--- config.mk ---
export PLATFORM = sky130hd
export DESIGN_NAME = dma_read_streamer
export DESIGN_NICKNAME = d
export VERILOG_FILES = /design/src/rtl/dma_read_streamer_pkg.sv /design/src/rtl/dma_read_streamer_req_gen.sv /design/src/rtl/dma_read_streamer.sv
export SDC_FILE = /design/constraint.sdc
export NUM_CORES = 1
export LEC_CHECK = 0
export ABC_AREA = 1
export BUFFER_PORTS_ARGS = -buffer_cell sky130_fd_sc_hd__buf_2
export CORE_AREA = 10 10 485 487
export CTS_CLUSTER_SIZE = 16
export DETAILED_ROUTE_END_ITERATION = 6
export DIE_AREA = 0 0 495 497
export PLACE_DENSITY = 0.39
export RECOVER_POWER = 50
export SLEW_MARGIN = 10
export SYNTH_ARGS = -nofsm -noshare
export SYNTH_HDL_FRONTEND = slang
export SYNTH_SLANG_ARGS = --single-unit
export TNS_END_PERCENT = 5
--- constraint.sdc ---
create_clock -name clk -period 5.3 [get_ports clk]
set_clock_uncertainty 0.2 [all_clocks]
set_input_delay 0.795 -clock clk [delete_from_list [all_inputs] [get_ports clk]]
set_output_delay 0.795 -clock clk [all_outputs]
set_load 0.01 [all_outputs]
--- src/rtl/dma_read_streamer_pkg.sv ---
// dma_read_streamer_pkg
// Shared types and constants for the DMA read streamer slice:
//   - cacheline address/data widths
//   - burst length encodings (RLEN_1/RLEN_2/RLEN_4) and a decode helper
//   - t_rdstream_state FSM encoding
//   - DMA control/status and read request/response channel structs
package dma_read_streamer_pkg;

  localparam int unsigned CLADDR_WIDTH = 42;
  localparam int unsigned CLDATA_WIDTH = 512;

  localparam logic [1:0] RLEN_1 = 2'b00;
  localparam logic [1:0] RLEN_2 = 2'b01;
  localparam logic [1:0] RLEN_4 = 2'b11;

  typedef enum logic [2:0] {
    IDLE,
    ARM,
    WAIT_ACTIVE,
    REQUEST,
    DRAIN,
    DONE
  } t_rdstream_state;

  typedef struct packed {
    logic                    start;
    logic [CLADDR_WIDTH-1:0] addr;
    logic                    async;
    logic [3:0]              regs;
  } t_dma_control;

  typedef struct packed {
    logic active;
  } t_dma_status;

  typedef struct packed {
    logic                    re;
    logic [1:0]              rlength;
    logic [CLADDR_WIDTH-1:0] raddr;
  } t_dma_tx_read;

  typedef struct packed {
    logic                    rvalid;
    logic [CLDATA_WIDTH-1:0] rdata;
    logic                    ralmostfull;
  } t_dma_rx_read;

  // Number of cachelines carried by a burst encoding.
  function automatic logic [2:0] rlen_lines(input logic [1:0] rlength);
    case (rlength)
      RLEN_4:  return 3'd4;
      RLEN_2:  return 3'd2;
      default: return 3'd1;
    endcase
  endfunction

endpackage

--- src/rtl/dma_read_streamer_req_gen.sv ---
// dma_read_req_gen
// Burst selection plus read address / remaining-line bookkeeping.
// Ports:
//   clk, resetn      clock, async active-low reset
//   load             capture load_addr/load_lines (accepted op_start)
//   load_addr        first cacheline address
//   load_lines       cachelines to read
//   issue            a burst of burst_len lines was issued this cycle
//   raddr            address of the next burst
//   remaining        lines not yet requested
//   rlength          encoding of the next burst (largest aligned fit)
//   burst_len        lines in the next burst (1, 2 or 4)
module dma_read_req_gen
  import dma_read_streamer_pkg::*;
(
  input  logic                    clk,
  input  logic                    resetn,
  input  logic                    load,
  input  logic [CLADDR_WIDTH-1:0] load_addr,
  input  logic [15:0]             load_lines,
  input  logic                    issue,
  output logic [CLADDR_WIDTH-1:0] raddr,
  output logic [15:0]             remaining,
  output logic [1:0]              rlength,
  output logic [2:0]              burst_len
);

  always_comb begin
    rlength = RLEN_1;
    if (remaining >= 16'd4 && raddr[1:0] == 2'b00) begin
      rlength = RLEN_4;
    end else if (remaining >= 16'd2 && raddr[0] == 1'b0) begin
      rlength = RLEN_2;
    end
    burst_len = rlen_lines(rlength);
  end

  always_ff @(posedge clk or negedge resetn) begin
    if (!resetn) begin
      raddr     <= '0;
      remaining <= '0;
    end else if (load) begin
      raddr     <= load_addr;
      remaining <= load_lines;
    end else if (issue) begin
      raddr     <= raddr + CLADDR_WIDTH'(burst_len);
      remaining <= remaining - 16'(burst_len);
    end
  end

endmodule

--- src/rtl/dma_read_streamer.sv ---
// dma_read_streamer
// Streams op_lines cachelines from host memory via the DMA read channel into
// a fifobram, with a credit limit on outstanding lines.
// Optional feature: define PIPEARCH_READ_PERF_EN to build perf_busy/perf_stall
// saturating counters; otherwise both outputs are constant 0.
// Ports:
//   clk, resetn                 clock, async active-low reset
//   op_start/op_addr/op_lines/op_waddr/op_wfifobram   operation request
//   op_ready, op_done, op_err   idle flag, completion pulse, sticky stray-rvalid
//   dma_control, dma_status     DMA control out / status in
//   tx_read, rx_read            read requests out / responses in
//   wr_we/wr_waddr/wr_wdata/wr_wfifobram, wr_almostfull   fifobram write port
//   perf_busy, perf_stall       performance counters
module dma_read_streamer
  import dma_read_streamer_pkg::*;
#(
  parameter int unsigned LOG2_DEPTH      = 9,
  parameter int unsigned MAX_OUTSTANDING = 16
) (
  input  logic                    clk,
  input  logic                    resetn,
  input  logic                    op_start,
  input  logic [CLADDR_WIDTH-1:0] op_addr,
  input  logic [15:0]             op_lines,
  input  logic [LOG2_DEPTH-1:0]   op_waddr,
  input  logic [1:0]              op_wfifobram,
  output logic                    op_ready,
  output logic                    op_done,
  output logic                    op_err,
  output t_dma_control            dma_control,
  input  t_dma_status             dma_status,
  output t_dma_tx_read            tx_read,
  input  t_dma_rx_read            rx_read,
  output logic                    wr_we,
  output logic [LOG2_DEPTH-1:0]   wr_waddr,
  output logic [CLDATA_WIDTH-1:0] wr_wdata,
  output logic [1:0]              wr_wfifobram,
  input  logic                    wr_almostfull,
  output logic [31:0]             perf_busy,
  output logic [31:0]             perf_stall
);

  localparam int unsigned OUT_W = $clog2(MAX_OUTSTANDING + 1);

  t_rdstream_state         state;
  logic [CLADDR_WIDTH-1:0] raddr;
  logic [15:0]             remaining;
  logic [1:0]              rlength;
  logic [2:0]              burst_len;
  logic [OUT_W-1:0]        outstanding;
  logic [OUT_W+2:0]        credit_sum;
  logic                    issue;
  logic                    rsp_accept;
  logic                    start_accept;
  logic [LOG2_DEPTH-1:0]   wptr;

  assign start_accept = (state == IDLE) && op_start;
  assign rsp_accept   = rx_read.rvalid && (outstanding != '0);

  always_comb begin
    credit_sum = {3'b000, outstanding} + (OUT_W+3)'(burst_len);
    issue      = (state == REQUEST) && (remaining != 16'd0) &&
                 !rx_read.ralmostfull && !wr_almostfull &&
                 (credit_sum <= (OUT_W+3)'(MAX_OUTSTANDING));
  end

  always_comb begin
    tx_read         = '0;
    tx_read.re      = issue;
    tx_read.rlength = rlength;
    tx_read.raddr   = raddr;
  end

  dma_read_req_gen u_req_gen (
    .clk        (clk),
    .resetn     (resetn),
    .load       (start_accept),
    .load_addr  (op_addr),
    .load_lines (op_lines),
    .issue      (issue),
    .raddr      (raddr),
    .remaining  (remaining),
    .rlength    (rlength),
    .burst_len  (burst_len)
  );

  always_ff @(posedge clk or negedge resetn) begin
    if (!resetn) begin
      state       <= IDLE;
      op_ready    <= 1'b1;
      op_done     <= 1'b0;
      dma_control <= '0;
    end else begin
      dma_control.start <= 1'b0;
      op_done           <= 1'b0;
      case (state)
        IDLE: begin
          if (op_start) begin
            op_ready <= 1'b0;
            if (op_lines == 16'd0) begin
              state   <= DONE;
              op_done <= 1'b1;
            end else begin
              state             <= ARM;
              dma_control.start <= 1'b1;
              dma_control.addr  <= op_addr;
            end
          end
        end
        ARM:         state <= WAIT_ACTIVE;
        WAIT_ACTIVE: if (dma_status.active) state <= REQUEST;
        REQUEST: begin
          // Leave on the edge that issues the final burst.
          if (remaining == 16'd0 || (issue && remaining == 16'(burst_len))) begin
            state <= DRAIN;
          end
        end
        DRAIN: begin
          // outstanding==0 here means the last write strobe is on the port now.
          if (outstanding == '0) begin
            state   <= DONE;
            op_done <= 1'b1;
          end
        end
        DONE: begin
          state    <= IDLE;
          op_ready <= 1'b1;
        end
        default: begin
          state    <= IDLE;
          op_ready <= 1'b1;
        end
      endcase
    end
  end

  // Credit counter: issue and response in the same cycle net out.
  always_ff @(posedge clk or negedge resetn) begin
    if (!resetn) begin
      outstanding <= '0;
    end else begin
      outstanding <= outstanding
                     + (issue ? OUT_W'(burst_len) : '0)
                     - (rsp_accept ? OUT_W'(1) : '0);
    end
  end

  // A stray response in the same cycle as op_start still flags the error.
  always_ff @(posedge clk or negedge resetn) begin
    if (!resetn) begin
      op_err <= 1'b0;
    end else if (rx_read.rvalid && outstanding == '0) begin
      op_err <= 1'b1;
    end else if (start_accept) begin
      op_err <= 1'b0;
    end
  end

  always_ff @(posedge clk or negedge resetn) begin
    if (!resetn) begin
      wr_we        <= 1'b0;
      wr_waddr     <= '0;
      wr_wdata     <= '0;
      wr_wfifobram <= 2'b01;
      wptr         <= '0;
    end else begin
      wr_we <= rsp_accept;
      if (start_accept) begin
        wptr         <= op_waddr;
        wr_wfifobram <= op_wfifobram;
      end else if (rsp_accept) begin
        wr_waddr <= wptr;
        wr_wdata <= rx_read.rdata;
        wptr     <= wptr + LOG2_DEPTH'(1);
      end
    end
  end

`ifdef PIPEARCH_READ_PERF_EN
  always_ff @(posedge clk or negedge resetn) begin
    if (!resetn) begin
      perf_busy  <= '0;
      perf_stall <= '0;
    end else if (start_accept) begin
      perf_busy  <= '0;
      perf_stall <= '0;
    end else begin
      if (state != IDLE && perf_busy != '1) begin
        perf_busy <= perf_busy + 32'd1;
      end
      if (state == REQUEST && remaining != 16'd0 && !issue && perf_stall != '1) begin
        perf_stall <= perf_stall + 32'd1;
      end
    end
  end
`else
  assign perf_busy  = '0;
  assign perf_stall = '0;
`endif

endmodule

== Word-level counts from Yosys, hierarchy flattened ==
Cells that the tools add are included.
Word-level totals
  register bits after elaboration: 645
  input port bits: 588
  output and inout bits: 684
Cells by class
  add/subtract/negate cells: 6
  order comparisons: 3
  eq/ne operators: 11
  mux-type cells: 28
  bitwise logic cells: 4
  reductions and logical operators: 28
Operators with widths (count)
  $mux 43: 3
  $mux 42: 2
  $add 42x3->42: 1
  $logic_not 16->1: 2
  $mux 16: 2
  $mux 3: 6
  $mux 9: 2
  $eq 16x3->1: 1
  $ge 16x2->1 const B: 1
  $ge 16x3->1 const B: 1
  $reduce_bool 16->1: 1
  $sub 16x3->16: 1
  $pmux 3 s5: 1
  $logic_and 1x1->1: 10
  $add 9x1->9 const B: 1
  $mux 1: 8
  $add 5x3->6: 1
  $eq 3x2->1 const B: 2
  $le 6x5->1 const B: 1
  $ne 2x2->1 const B: 3
  $pmux 3 s2: 1
  $reduce_bool 2->1: 3
  $add 5x3->5: 1
  $logic_not 5->1: 1
  other kinds (18): 24

== Logic depth before layout (Yosys ltp) ==
  word-level depth: 13
  depth in mapped cells: 26
  depth with buffers taken out: 25

== Hierarchy ==
From an unflattened synthesis, not the netlist that was laid out.
Unflattened totals
  cells, all modules: 3304
  area total of the unflattened synthesis: 27926.8 sq um
By module, submodules not included
  dma_read_streamer: times used 1, cells an instance 2664, area an instance 23637.7 sq um
  dma_read_req_gen: times used 1, cells an instance 640, area an instance 4289.1 sq um

== Worst setup path after synthesis ==
No wires, ideal clock.
  path kind: register to register
  from: register u_req_gen.remaining[7]
  to: register outstanding[4]
  setup time: 0.080 ns
  arrival: 4.000 ns
  setup slack: 1.020 ns
  stages on the path, launching flop included: 25
  period minus slack after synthesis: 4.280 ns
  path through: dfrtp_1 nor2_1 nand2_2 inv_1 nand2_1 nor2_1 a21oi_1 inv_1 nor2_1 fa_1 or2_2 nor2_1 nand3_1 nand2_1 nand2_4 inv_2 buf_2 nand2_1 ha_1 inv_1 ha_1 inv_1 fa_1 o21ai_0 xnor2_1
RTL lines
  from (decl): RTL line dma_read_streamer_req_gen.sv:23  | output logic [15:0] remaining,
  from (signal assigned): RTL line dma_read_streamer_req_gen.sv:44  | remaining <= load_lines;
  from (signal assigned): RTL line dma_read_streamer_req_gen.sv:47  | remaining <= remaining - 16'(burst_len);
  to (signal assigned): RTL line dma_read_streamer.sv:142  | outstanding <= outstanding
  to (decl): RTL line dma_read_streamer.sv:50  | logic [OUT_W-1:0] outstanding;

== Worst setup path after layout ==
  from: register state[2]
  to: register wr_wdata[502]
Between the ends
  longest elaborated chain between the ends: 4
RTL lines
  from (decl): RTL line dma_read_streamer.sv:45  | t_rdstream_state state;
  from (signal assigned): RTL line dma_read_streamer.sv:89  | state <= IDLE;
  from (signal assigned): RTL line dma_read_streamer.sv:101  | state <= DONE;
  from (signal assigned): RTL line dma_read_streamer.sv:104  | state <= ARM;
  $logic_not 3->1: RTL line dma_read_streamer.sv:57  | assign start_accept = (state == IDLE) && op_start;
  $logic_and 1x1->1: RTL line dma_read_streamer.sv:57
  $not 1->1 (no source line)
  $reduce_and 2->1 (no source line)
  to (signal assigned): RTL line dma_read_streamer.sv:173  | wr_wdata <= rx_read.rdata;
  to (decl): RTL line dma_read_streamer.sv:36  | output logic [CLDATA_WIDTH-1:0] wr_wdata,
No other way between the ends.
A chain may end at the register's enable or synchronous reset.

==> metrics <==
Max IR drop VDD=~0.00024 V; worst hold stages=3; hold_buf cts=212; leakage=around 21 nW; Vias per Instance=roughly 3.5; dpl cell area=0.0368 mm²; number of synthesized flops with an enable pin=0; r2r worst-path depth=10; worst path required time=approximately 5700 ps; Yosys reg bits=roughly 650; unrepaired setup endpoints after global routing=no; Post-CTS Setup Inserts=0; post-synth top area cell=dfrtp_1; Final Hold Viols=0; Async S/R FF share, synth=100%; Core Rows=between 150 and 200; Slew headroom=-68.5%; status=finished with violations; Avg Cell Area, Syn=slightly above 8 µm²; violated checks=capacitance limit, slew limit; DRC viols=0; number of buffers inserted by port buffering=between 1000 and 1500; gr busiest metal=met2; met3 GRT Util=roughly 7%; initial antenna violation count=76; aggregate global routing overflow=0; via count=approximately 27000; core footprint=0.226 mm²; TritonCTS clock tree=done; Yosys Warn Count=5; vias in the first global route=approximately 28000; max_cap viols=2; ys flop type=dfrtp_1; Yosys cell types=around 40; f_max=218 MHz; grt met1 use=between 10% and 20%; gr usage total=between 10% and 20%; # setup viols final=0; Starting DRT DRC Count=1669; Min-Delay Path Class=in -> reg; nets=5339; layout cell share with drive strength beyond 1=22.1%; most common cell in the netlist=nand2_1; Worst-path clk slew=60 ps; crit end category=flop; CP Launch Type=flop; final max-slew violation count=approximately 110; Clk Latency, worst-skew pair=roughly 700 ps; top fanout value on the critical path=56; first-pass GRT wire length=approximately 240000 µm; Routed WL=approximately 180000 µm; DP HPWL=roughly 150000 µm; PwrDens=approximately 560 mW/mm²; post-route cell area=around 0.041 mm²; wire per inst=around 23 µm; crit path time final=~4600 ps; Fin Setup TNS=0 ps; Synth top cells by count=nand2_1, dfrtp_1, nor2_1; cell count after synthesis=3327; synth top area cells=dfrtp_1, nand2_1, buf_4, buf_2, nand3_1; hold_ws=about 96 ps; Setup CP Type=reg -> reg; last weighted congestion value of the routability-driven placer=between 0.8 and 0.9; die height=497 µm; sequential fraction of the synthesis area=around 60%; Chip Width=about 500 µm; WP data arrival=slightly below 5000 ps; Root Driver=clkbuf_16; post-synth top area share=58.5%; CTS max path bufs=3; clock buffer count from CTS=90; period utilization=between 80% and 90%; Ports=1272; worst slew pin tran=between 2000 and 3000 ps; Layout area overhead=50.3%; H-tree levels=3; GR Layer Usage met2=22.5%; post_cts resized=0; die outline area=roughly 0.25 mm²; Final ANT Viol Nets=0; clk sink count=645; post-synthesis instance area=approximately 0.028 mm²; Initial Util=roughly an eighth; drt pass-1 iters=5; largest net degree at the start of global routing=around 200
[worst paths after layout]
check,start,endpoint,slack (ps)
setup / recovery,state[2],wr_wdata[502],710
hold / removal,rx_read[392],wr_wdata[391],100
setup reg to reg,state[2],wr_wdata[502],710
hold reg to reg,wr_wfifobram[0],wr_wfifobram[0],270
max in group asynchronous,resetn,wr_wdata[256],810
min in group asynchronous,resetn,wr_wdata[502],1260
[layer usage]
layer  vias to the layer above  wire length [µm]
met1                     13000             68900
met3                       303             21300
li1                      12844                 -
met4                        14              8480
met2                      1253             81800
met5                         -               105
[critical path: stages, from the launching register on]
cell and delay (ps):
dfrtp_1 400, nor2_1 180, clkinv_1 110, nor2_1 190, clkinvlp_2 750, nand2_2 1370, inv_8 320, buf_12 330
buf_4 220, nand2_1 220, nand2_1 80
[metrics by stage]
step	total power, mW	setup WS, ps	instances	utilization, %
floorplan	12.2	1020	3395	-
global placement	17.4	886	7436	16.3
detailed placement	17.3	897	7436	16.3
CTS	24.0	603	7810	18.5
global route	25.0	197	7820	18.3
finish	23.1	714	7826	18.3
[report_power, final]
group	internal, mW	switching, mW
clock	3.65	2.59
combinational	2.61	6.12
sequential	6.79	1.36
[state kept, by name, summed over array words and instances (netlist names), 2 cells and up]
signal / count
dma_control: 43
outstanding: 5
state: 3
u_req_gen.raddr: 42
u_req_gen.remaining: 16
wptr: 9
wr_waddr: 9
wr_wdata: 512
wr_wfifobram: 2
[placed cells by master, fill, tap and decap left out, types with 3 or more instances in the layout]
cell type and n:
a21boi_0 3, a21oi_1 11, buf_12 13, buf_2 864, buf_4 18, bufinv_16 7
clkbuf_1 367, clkbuf_16 91, clkbuf_2 4, clkbuf_8 10, clkinv_2 15, clkinv_4 5
conb_1 69, dfrtp_1 643, diode_2 16, dlygate4sd3_1 212, fa_1 3, ha_1 17
inv_1 83, inv_2 3, inv_6 7, nand2_1 2007, nand2_2 3, nand3_1 92
nand3b_1 4, nand4_1 13, nor2_1 111, nor2_2 5, nor3_1 21, o211ai_1 8
o21ai_0 24, xnor2_1 16, xor2_1 26
[cell families after synthesis]
group | count (synthesis) | share of synthesized area [%]
AO/OA/AOI/OAI | 53 | 1.11
other | 1 | 0.0136
XOR/XNOR | 42 | 1.34
adder cells (fa/ha/maj) | 20 | 0.991
AND/OR/NAND/NOR | 2263 | 31.8
flip-flops | 645 | 58.6
buffers and inverters | 303 | 6.08
[cell type report]
cell class	instances	area, µm²
antenna	16	40.0
clock buffer	123	2500
clock inverter	39	458
fill	25782	185000
inverter	90	347
multi-input combinational	2447	9940
sequential	645	16100
tap	3009	3760
timing repair buffer	1457	8170
No activity file was read; power rests on OpenSTA's default activity.
